[config.mk]
export PLATFORM = sky130hd
export DESIGN_NAME = i2s_tx_sequencer
export DESIGN_NICKNAME = d
export VERILOG_FILES = /design/src/rtl/i2s_pkg.sv /design/src/rtl/i2s_tx_fifo.sv /design/src/rtl/i2s_tx_sequencer.sv
export SDC_FILE = /design/constraint.sdc
export NUM_CORES = 1
export LEC_CHECK = 0
export CELL_PAD_IN_SITES_DETAIL_PLACEMENT = 1
export CELL_PAD_IN_SITES_GLOBAL_PLACEMENT = 2
export CORE_AREA = 2 2 161 163
export CTS_CLUSTER_DIAMETER = 30
export DETAILED_ROUTE_END_ITERATION = 10
export DIE_AREA = 0 0 163 165
export GPL_ROUTABILITY_DRIVEN = 0
export HOLD_SLACK_MARGIN = 0.05
export PLACE_DENSITY = 0.92
export RECOVER_POWER = 25
export REMOVE_ABC_BUFFERS = 1
export SYNTH_ARGS = -nofsm -noshare
export SYNTH_HDL_FRONTEND = slang
export SYNTH_SLANG_ARGS = --single-unit
[constraint.sdc]
create_clock -name ACLK -period 7.1 [get_ports ACLK]
set_input_delay 1.065 -clock ACLK [delete_from_list [all_inputs] [get_ports ACLK]]
set_output_delay 1.065 -clock ACLK [all_outputs]
set_load 0.1 [all_outputs]
[src/rtl/i2s_pkg.sv]
// i2s_pkg: shared types and helpers for the I2S transmit sequencer.
// Holds FSM states, frame geometry, the sample-pair container and slot bit lookup.
package i2s_pkg;

   localparam int I2S_SLOT_BITS  = 32;
   localparam int I2S_FRAME_BITS = 64;

   typedef enum logic [1:0] {
      IDLE,
      PRIME,
      RUN,
      STOP
   } i2s_state_e;

   // Slot-width container; narrower samples sit zero-extended in the low bits.
   typedef struct packed {
      logic [I2S_SLOT_BITS-1:0] left;
      logic [I2S_SLOT_BITS-1:0] right;
   } i2s_pair_t;

   // Serial bit for frame position b: slot bit k=1..w carries sample[w-k].
   function automatic logic i2s_bit(
      input i2s_pair_t   p,
      input logic [5:0]  b,
      input int          w
   );
      logic [4:0]  k;
      logic [31:0] s;
      k = b[4:0];
      s = b[5] ? p.right : p.left;
      if (k == 5'd0 || int'(k) > w) return 1'b0;
      return s[5'(w - int'(k))];
   endfunction

endpackage

[src/rtl/i2s_tx_fifo.sv]
// i2s_tx_fifo: synchronous FIFO of stereo pairs with combinational read port.
// Ports: clk_i/rst_i, push_i+wdata_i, pop_i, rdata_o (head entry), full_o, empty_o,
// full_nxt_o (full after this cycle's push/pop).
module i2s_tx_fifo #(
   parameter int W     = 48,
   parameter int DEPTH = 4
) (
   input  logic         clk_i,
   input  logic         rst_i,
   input  logic         push_i,
   input  logic [W-1:0] wdata_i,
   input  logic         pop_i,
   output logic [W-1:0] rdata_o,
   output logic         full_o,
   output logic         empty_o,
   output logic         full_nxt_o
);

   localparam int AW = (DEPTH > 1) ? $clog2(DEPTH) : 1;
   localparam int CW = AW + 1;

   logic [W-1:0]  mem_q [DEPTH];
   logic [AW-1:0] wptr_q, rptr_q;
   logic [CW-1:0] cnt_q, cnt_d;
   logic          wr, rd;

   assign full_o     = (cnt_q == CW'(DEPTH));
   assign empty_o    = (cnt_q == '0);
   assign wr         = push_i & ~full_o;
   assign rd         = pop_i & ~empty_o;
   assign cnt_d      = cnt_q + CW'(wr) - CW'(rd);
   assign full_nxt_o = (cnt_d == CW'(DEPTH));
   assign rdata_o    = mem_q[rptr_q];

   always_ff @(posedge clk_i) begin
      if (wr) mem_q[wptr_q] <= wdata_i;
   end

   always_ff @(posedge clk_i or posedge rst_i) begin
      if (rst_i) begin
         wptr_q <= '0;
         rptr_q <= '0;
         cnt_q  <= '0;
      end else begin
         if (wr) wptr_q <= wptr_q + 1'b1;
         if (rd) rptr_q <= rptr_q + 1'b1;
         cnt_q <= cnt_d;
      end
   end

endmodule

[src/rtl/i2s_tx_sequencer.sv]
// i2s_tx_sequencer: buffers stereo pairs and serialises them as 64-bit I2S frames.
// Ports: ACLK/ARESET, enable, s_tdata/s_tvalid/s_tready stream in, i2s_bclk/i2s_lrclk/
// i2s_sdata out, underrun_cnt, busy, irq/irq_ack (irq live only with I2S_TX_IRQ_EN).
module i2s_tx_sequencer
   import i2s_pkg::*;
#(
   parameter int SAMPLE_W   = 24,
   parameter int BCLK_DIV   = 4,
   parameter int FIFO_DEPTH = 4
) (
   input  logic                  ACLK,
   input  logic                  ARESET,
   input  logic                  enable,
   input  logic [2*SAMPLE_W-1:0] s_tdata,
   input  logic                  s_tvalid,
   output logic                  s_tready,
   output logic                  i2s_bclk,
   output logic                  i2s_lrclk,
   output logic                  i2s_sdata,
   output logic [15:0]           underrun_cnt,
   output logic                  busy,
   output logic                  irq,
   input  logic                  irq_ack
);

   localparam int DW = (BCLK_DIV > 1) ? $clog2(BCLK_DIV) : 1;

   i2s_state_e            state_q, state_d;
   logic [DW-1:0]         div_q, div_d;
   logic [5:0]            bit_q, bit_d;
   logic                  bclk_q, bclk_d;
   logic                  lrclk_q, lrclk_d;
   logic                  sdata_q, sdata_d;
   logic                  rdy_q;
   i2s_pair_t             frame_q, frame_d;
   logic [15:0]           ucnt_q, ucnt_d;
   logic [2*SAMPLE_W-1:0] rdata;
   logic                  push, pop, full, empty, full_nxt;
   logic                  active, div_tc, fall, wrap;
   logic                  stop_end, start, underrun;

   assign push     = s_tvalid & rdy_q & ~full;
   assign active   = (state_q == RUN) || (state_q == STOP);
   assign div_tc   = (div_q == DW'(BCLK_DIV - 1));
   assign fall     = active & div_tc & bclk_q;
   assign wrap     = fall & (bit_q == 6'(I2S_FRAME_BITS - 1));
   // Frame end while stopping leaves without starting (or popping) a new frame.
   assign stop_end = wrap & (state_q == STOP) & ~enable;
   assign start    = wrap & ~stop_end;
   assign pop      = start & ~empty;
   assign underrun = start & empty;

   i2s_tx_fifo #(
      .W     (2*SAMPLE_W),
      .DEPTH (FIFO_DEPTH)
   ) u_fifo (
      .clk_i      (ACLK),
      .rst_i      (ARESET),
      .push_i     (push),
      .wdata_i    (s_tdata),
      .pop_i      (pop),
      .rdata_o    (rdata),
      .full_o     (full),
      .empty_o    (empty),
      .full_nxt_o (full_nxt)
   );

   always_ff @(posedge ACLK or posedge ARESET) begin
      if (ARESET) state_q <= IDLE;
      else        state_q <= state_d;
   end

   always_comb begin
      state_d = state_q;
      unique case (state_q)
         IDLE:    if (enable) state_d = PRIME;
         PRIME:   if (!enable) state_d = IDLE;
                  else if (!empty) state_d = RUN;
         RUN:     if (!enable) state_d = STOP;
         STOP:    if (enable) state_d = RUN;
                  else if (wrap) state_d = IDLE;
         default: state_d = IDLE;
      endcase
   end

   always_comb begin
      div_d   = div_q;
      bit_d   = bit_q;
      bclk_d  = bclk_q;
      lrclk_d = lrclk_q;
      sdata_d = sdata_q;
      frame_d = frame_q;
      ucnt_d  = ucnt_q;
      busy    = (state_q != IDLE);
      if (!active) begin
         div_d   = '0;
         bit_d   = 6'd63;
         bclk_d  = 1'b0;
         lrclk_d = 1'b0;
         sdata_d = 1'b0;
      end else begin
         div_d = div_tc ? '0 : div_q + 1'b1;
         if (div_tc) bclk_d = ~bclk_q;
         if (stop_end) begin
            bit_d   = 6'd63;
            lrclk_d = 1'b0;
            sdata_d = 1'b0;
         end else if (fall) begin
            bit_d   = bit_q + 6'd1;
            lrclk_d = bit_d[5];
            sdata_d = i2s_bit(frame_q, bit_d, SAMPLE_W);
         end
      end
      // Slot bit 0 is always 0, so the pair loaded here is first needed at bit 1.
      if (start) begin
         if (empty) begin
            frame_d = '0;
         end else begin
            frame_d.left  = 32'(rdata[2*SAMPLE_W-1:SAMPLE_W]);
            frame_d.right = 32'(rdata[SAMPLE_W-1:0]);
         end
      end
      if (underrun && ucnt_q != 16'hFFFF) ucnt_d = ucnt_q + 16'd1;
   end

   always_ff @(posedge ACLK or posedge ARESET) begin
      if (ARESET) begin
         div_q   <= '0;
         bit_q   <= 6'd63;
         bclk_q  <= 1'b0;
         lrclk_q <= 1'b0;
         sdata_q <= 1'b0;
         frame_q <= '0;
         ucnt_q  <= '0;
         rdy_q   <= 1'b0;
      end else begin
         div_q   <= div_d;
         bit_q   <= bit_d;
         bclk_q  <= bclk_d;
         lrclk_q <= lrclk_d;
         sdata_q <= sdata_d;
         frame_q <= frame_d;
         ucnt_q  <= ucnt_d;
         rdy_q   <= ~full_nxt;
      end
   end

`ifdef I2S_TX_IRQ_EN
   logic pend_q, pend_d;

   always_comb begin
      pend_d = pend_q;
      if (underrun)     pend_d = 1'b1;
      else if (irq_ack) pend_d = 1'b0;
   end

   always_ff @(posedge ACLK or posedge ARESET) begin
      if (ARESET) pend_q <= 1'b0;
      else        pend_q <= pend_d;
   end

   assign irq = pend_q;
`else
   logic unused_irq_ack;
   assign unused_irq_ack = irq_ack;
   assign irq = 1'b0;
`endif

   assign s_tready     = rdy_q;
   assign i2s_bclk     = bclk_q;
   assign i2s_lrclk    = lrclk_q;
   assign i2s_sdata    = sdata_q;
   assign underrun_cnt = ucnt_q;

endmodule
# After elaboration in Yosys (flattened, before gate mapping)
# Memories as Yosys holds them, arrays and structs flattened.
# Index checks and enable logic that the tools add are counted.
[totals]
reg_bits = 101
latchBits = 0
ramBits = 192
romBits = 0
input_bits = 53
output_inout_bits = 22
wordCells = 97
n_memories = 1
[classes]
addsub = 8
mul = 0
div_mod_pow = 0
magnitude_cmp = 2
eq_ne = 14
n_shift = 0
muxes = 33
bitwise = 18
n_reduce_logical = 8
[memory_table]
columns = ["name", "words", "word_bits", "read_ports", "rd_clocked_by_memory_dff", "write_ports", "line", "rtl"]
rows = [
  ["u_fifo.mem_q", 4, 48, 1, 0, 1, "i2s_tx_fifo.sv:22", "logic [W-1:0] mem_q [DEPTH];"],
]
[op_table]
columns = ["cell", "count"]
rows = [
  ["two-way mux 56 bit", 1],
  ["two-way mux 32 bit", 1],
  ["two-way mux 1 bit", 18],
  ["two-way mux 6 bit", 3],
  ["adder 16 x 1 -> 16 bit, second input constant", 1],
  ["two-way mux 2 bit", 8],
  ["!= test 16 bit, second input constant", 1],
  ["bitwise AND 1 bit", 12],
  ["one-hot mux 2 bit (4 select lines)", 1],
  ["< comparator 5 x 7 -> 1 bit, second input constant", 1],
  ["adder 2 x 1 -> 2 bit, second input constant", 3],
  ["adder 6 x 1 -> 6 bit, second input constant", 1],
  ["equality test 2 bit, second input constant", 3],
  ["equality test 3 bit, second input constant", 2],
  ["equality test 6 bit, second input constant", 1],
  ["!= test 3 bit, second input constant", 2],
  ["inverter 1 bit", 6],
  ["binary-select mux 1 bit (select 5 bit)", 1],
  ["greater-than comparator 5 bit, second input constant", 1],
  ["logical NOT 5 bit", 1],
  ["subtractor 5 bit, first input constant", 1],
  ["!= test 2 bit, second input constant", 2],
  ["AND reduction 4 bit", 1],
  ["adder 3 x 1 -> 3 bit", 1],
  ["9 further kinds", 10],
]

# Logic depth before layout (Yosys ltp)
[depth]
word_depth = 14
mapped_depth = 14
mapped_depth_nobuf = 13

# Cells and area by module
# From an unflattened synthesis, not the netlist that was laid out.
[unflattened]
cells_unflattened = 764
hier_area_um2 = 11653.7
[by_module_without_submodules]
columns = ["mod", "n_inst", "cells_per_inst", "area_each_um2", "seq_area_each_um2"]
rows = [
  ["i2s_tx_fifo", 1, 297, 7487.2, 5940.7],
  ["i2s_tx_sequencer", 1, 467, 4166.5, 1959.4],
]

# Worst setup path after synthesis
# Ideal clock, no wire load.
[synth_timing]
kind = "flip-flop to flip-flop"
startpoint = "register bclk_q, in the netlist i2s_bclk"
endpoint = "register rdy_q, in the netlist s_tready"
setup_time_ps = 125
arrival_ps = 3106
slack_ps = 3869
stages_incl_launch_ff = 14
synth_period_minus_slack_ps = 3231
cell_sequence = "dfrtp_1 -> nand3_1 -> and2b_2 -> nand3_2 -> a21o_1 -> buf_2 -> nor2_1 -> ha_1 -> inv_1 -> ha_1 -> fa_1 -> xnor2_1 -> xnor2_1 -> nand2_1"
[synth_between]
elab_chain_cells = 11
[synth_lines]
columns = ["item", "line", "rtl"]
rows = [
  ["start: declaration", "i2s_tx_sequencer.sv:31", "logic bclk_q, bclk_d;"],
  ["start signal: assignment", "i2s_tx_sequencer.sv:139", "bclk_q <= bclk_d;"],
  ["bitwise AND 1 bit *", "i2s_tx_sequencer.sv:45", "assign fall = active & div_tc & bclk_q;"],
  ["bitwise AND 1 bit *", "i2s_tx_sequencer.sv:46", "assign wrap = fall & (bit_q == 6'(I2S_FRAME_BITS - 1));"],
  ["bitwise AND 1 bit (2 in series)", "i2s_tx_sequencer.sv:48", "assign stop_end = wrap & (state_q == STOP) & ~enable;"],
  ["inverter 1 bit", "i2s_tx_sequencer.sv:49", "assign start = wrap & ~stop_end;"],
  ["bitwise AND 1 bit *", "i2s_tx_sequencer.sv:49", ""],
  ["bitwise AND 1 bit *", "i2s_tx_sequencer.sv:50", "assign pop = start & ~empty;"],
  ["bitwise AND 1 bit *", "i2s_tx_fifo.sv:30", "assign rd = pop_i & ~empty_o;"],
  ["named net u_fifo.rd", "i2s_tx_fifo.sv:25", "logic wr, rd;"],
  ["subtractor 3 x 1 -> 3 bit *", "i2s_tx_fifo.sv:31", "assign cnt_d = cnt_q + CW'(wr) - CW'(rd);"],
  ["named net u_fifo.cnt_d[2]", "i2s_tx_fifo.sv:24", "logic [CW-1:0] cnt_q, cnt_d;"],
  ["equality test 3 bit *", "i2s_tx_fifo.sv:32", "assign full_nxt_o = (cnt_d == CW'(DEPTH));"],
  ["inverter 1 bit *", "i2s_tx_sequencer.sv:144", "rdy_q <= ~full_nxt;"],
  ["end signal: assignment", "i2s_tx_sequencer.sv:144", ""],
  ["end: declaration", "i2s_tx_sequencer.sv:34", "logic rdy_q;"],
]
# The timed path passes the listed nets; every way through them passes the cells marked *.
# A chain may end at the register's enable or synchronous reset.

# Worst setup path after layout
[layout_timing]
startpoint = "register bit_q[0]"
endpoint = "register rdy_q, in the netlist s_tready"
[layout_between]
elab_chain_cells = 11
[layout_lines]
columns = ["item", "line", "rtl"]
rows = [
  ["start: declaration", "i2s_tx_sequencer.sv:30", "logic [5:0] bit_q, bit_d;"],
  ["start signal: assignment", "i2s_tx_sequencer.sv:138", "bit_q <= bit_d;"],
  ["equality test 6 bit *", "i2s_tx_sequencer.sv:46", ""],
  ["bitwise AND 1 bit *", "i2s_tx_sequencer.sv:46", ""],
  ["bitwise AND 1 bit (2 in series)", "i2s_tx_sequencer.sv:48", ""],
  ["inverter 1 bit", "i2s_tx_sequencer.sv:49", ""],
  ["bitwise AND 1 bit *", "i2s_tx_sequencer.sv:49", ""],
  ["bitwise AND 1 bit *", "i2s_tx_sequencer.sv:50", ""],
  ["bitwise AND 1 bit *", "i2s_tx_fifo.sv:30", ""],
  ["named net u_fifo.rd", "i2s_tx_fifo.sv:25", ""],
  ["subtractor 3 x 1 -> 3 bit *", "i2s_tx_fifo.sv:31", ""],
  ["named net u_fifo.cnt_d[2]", "i2s_tx_fifo.sv:24", ""],
  ["equality test 3 bit *", "i2s_tx_fifo.sv:32", ""],
  ["inverter 1 bit *", "i2s_tx_sequencer.sv:144", ""],
]
# Marked as above.

==> results.toml <==
[status]
status = "complete, no violations"

[floorplanning]
design.die.area_um2 = 26900
io-pin-count = 75
start_util = 0.4472
row_count = 58
core_area_um2 = 25040
die_w_um = 163
die_y_um = 165

[clock_network]
cts_sinks = 277
clk_path_buf_depth = 3
clk_pin_slew_ns = 0.05
cts_tree = "yes"
clk_latency_ns = 0.55
cts_root_buf = "clkbuf_16"
cts_made_buffers = 54
cts_setup_buffers = 0
ctsHoldBuffers = 0
htreeDepth = 2
cts_resized = 0

[pwr]
seq_power_share = 0.385
power.density_nw_per_um2 = 425.6
p_comb_frac = 0.181
clock_power_share = 0.434
vdd_ir_drop_max_mv = 0.2221
switching_power_uw = 1732
p_int_uw = 4281
p_leak_uw = 0.005371
netSwitchingFraction = 0.2881

[routing]
wl_per_cell_um = 21.19
drtAntennaViolNets = 0
drtIter0Drc = 389
routed_wl_mm = 25.25
vias = 6417
via_per_inst = 5.383
drtPass1Iterations = 4
drcViolationCount = 0

[critical_path]
start_kind = "register"
cp_slowest_cell = "dfstp_2"
max_stage_delay_ns = 0.75
regToRegStartpoint = "bit_q[0]"
path_cells = "ha_1 -> and3_1 -> and2b_2 -> nand3_2 -> a21o_2 -> buf_4 -> nor2_1 -> ha_1 -> inv_1 -> ha_1 -> fa_1 -> xnor2_1 -> xnor2_1 -> nand2_1"
critPathCaptureType = "register"
crit_type = "register to register"
critPathBufInv = 2
r2r_end = "s_tready"
cp.arrival_ns = 4.34
crit_top_cell = "ha_1"
cp_top_family = "adder cells"
startpoint = "bit_q[0]"
reg2reg_slack_ns = 3.18
crit_required_ns = 7.53
rr_worst_depth = 14
worstPathMaxFanout = 101

[synth]
netlist_instances = 719
syn_area_um2 = 11200
synth_cell_types = 53
synth-main-ff-cell = "edfxtp_1"
yosysSeqAreaShare = 0.7056
avgSynthCellArea_um2 = 15.57
synth_top_area_frac = 0.5150
synthArstFlopShare = 0.3069
yosysTopAreaCell = "edfxtp_1"
ys_ff_latch = 277
yosys_warnings = 0
synth_edf_count = 192
synth_common_cells = "edfxtp_1, nand2_1, dfrtp_1"
yosysMostFrequentCell = "edfxtp_1"
synthTopCellsByArea = "edfxtp_1, dfrtp_1, mux4_2, nand2_1, o21ai_0"

[timing]
slew_headroom = 0.2656
fin_tns_setup_ns = 0
final_max_slew_viol_count = 0
hold_viol_final = 0
fin_crit_ns = 3.917
tightest_slew_ns = 1.102
clock.fmax_mhz = 255.3
fin_worst_skew_ns = 0.01616
setup-violations-final = 0
fin_crit_sh = 0.5517
rsz0062_at_grt = "no"

[layout]
final_cells = 1192
drive_gt1_frac = 0.2158
nets = 882
area_growth_syn_to_layout_pct = 26.20
fin_area_um2 = 14130
n_antenna_cell = 0
fin_util = 0.5643

[placed_design]
io_buffers = 72
dpl.hpwl_mm = 13.97
place_inst = 1091
placed_area_um2 = 12240

[global_routing]
antenna_found_initial = 0
track_usage = 0.1985
grt.overflow.total = 0
grt_pass1_vias = 7245
grt_max_degree = 102
grt_pass1_wl_mm = 40.69

[worst_hold_path]
hold_end = "div_q[0]"
whs_path_depth = 1
hp-start = "div_q[0]"
hold_class = "register to register"

[job]
cap_violations = 0
-- flip-flops by register name, summed over array words and instances (netlist names), 2 cells and up, named ones only --
name	cells
u_fifo.rptr_q	2
u_fifo.wptr_q	2
u_fifo.mem_q	192
frame_q	48
u_fifo.cnt_q	3
div_q	2
bit_q	6
underrun_cnt	16
-- final cells by class --
| class | instances | area, um^2 |
|---|---|---|
| Clock buffer | 56 | 1380 |
| Clock inverter | 45 | 513.0 |
| Fill cell | 2317 | 10910 |
| Inverter | 11 | 42.54 |
| Multi-Input combinational cell | 393 | 3094 |
| Sequential cell | 277 | 7905 |
| Tap cell | 330 | 412.9 |
| Timing Repair Buffer | 80 | 780.7 |
-- cell usage in the layout, fill, tap and decap left out, types with 3 or more instances in the layout --
master and instances:
dfstp_2 6, xnor2_1 14, nand4_1 3, a31oi_1 9, nand2_1 130, nand3_1 14, clkinv_1 5, dfrtp_1 77
mux2i_1 9, o21ai_0 56, clkinvlp_4 5, edfxtp_1 192, bufinv_16 8, nor2b_1 5, nor2_1 13, clkdlybuf4s50_1 38
ha_1 11, a211oi_1 3, clkinv_4 7, and2_2 4, and3_1 6, a21oi_1 12, buf_4 8, clkbuf_16 55
mux2_2 5, clkinv_2 6, nor2_2 3, mux4_2 49, xor2_1 8, inv_1 10, dlygate4sd3_1 34, inv_6 13
-- power by group through the flow --
stage	sequential, uW	combinational (uW)	clock [uW]
2_1_floorplan	2330	718	0
3_3_place_gp	2310	1030	0
3_5_place_dp	2340	1080	0
4_1_cts	2320	1110	2650
5_1_grt	2360	1200	2720
6_report	2310	1090	2610
-- per-stage QoR --
step / setup slack (ns) / total power (uW) / hold WS [ns]
floorplan: 2.718 / 3043 / 0.4156
global placement: 2.804 / 3338 / 0.4244
detailed placement: 2.690 / 3417 / 0.4382
CTS: 3.142 / 6087 / 0.4448
global route: 2.930 / 6280 / 0.4808
finish: 3.183 / 6014 / 0.4514
-- cells by family after synthesis --
logic type	Yosys count	share of synthesized area
flops	277	0.7056
xor+xnor	24	0.02012
other cells	1	0.0003349
fa+ha+maj	12	0.01408
buf+inv	49	0.01866
mux	63	0.1116
compound gates	95	0.04828
simple gates	198	0.08125
-- how the worst max path moves through the flow --
stage	to	slack [ns]	depth (start not counted)
after global routing	s_tready	2.93	14
after global placement	s_tready	2.80	12
after CTS	s_tready	3.14	14
after floorplan	s_tready	2.72	12
after detailed placement	s_tready	2.69	12
final	s_tready	3.18	14
-- metal layers --
| metal | wire length, um | track usage |
|---|---|---|
| met5 | 0 | 0 |
| met2 | 13000 | 0.3440 |
| met3 | 1046 | 0.04219 |
| met4 | 696 | 0.07482 |
| met1 | 10510 | 0.2462 |
Power figures use the tool's default switching activity.
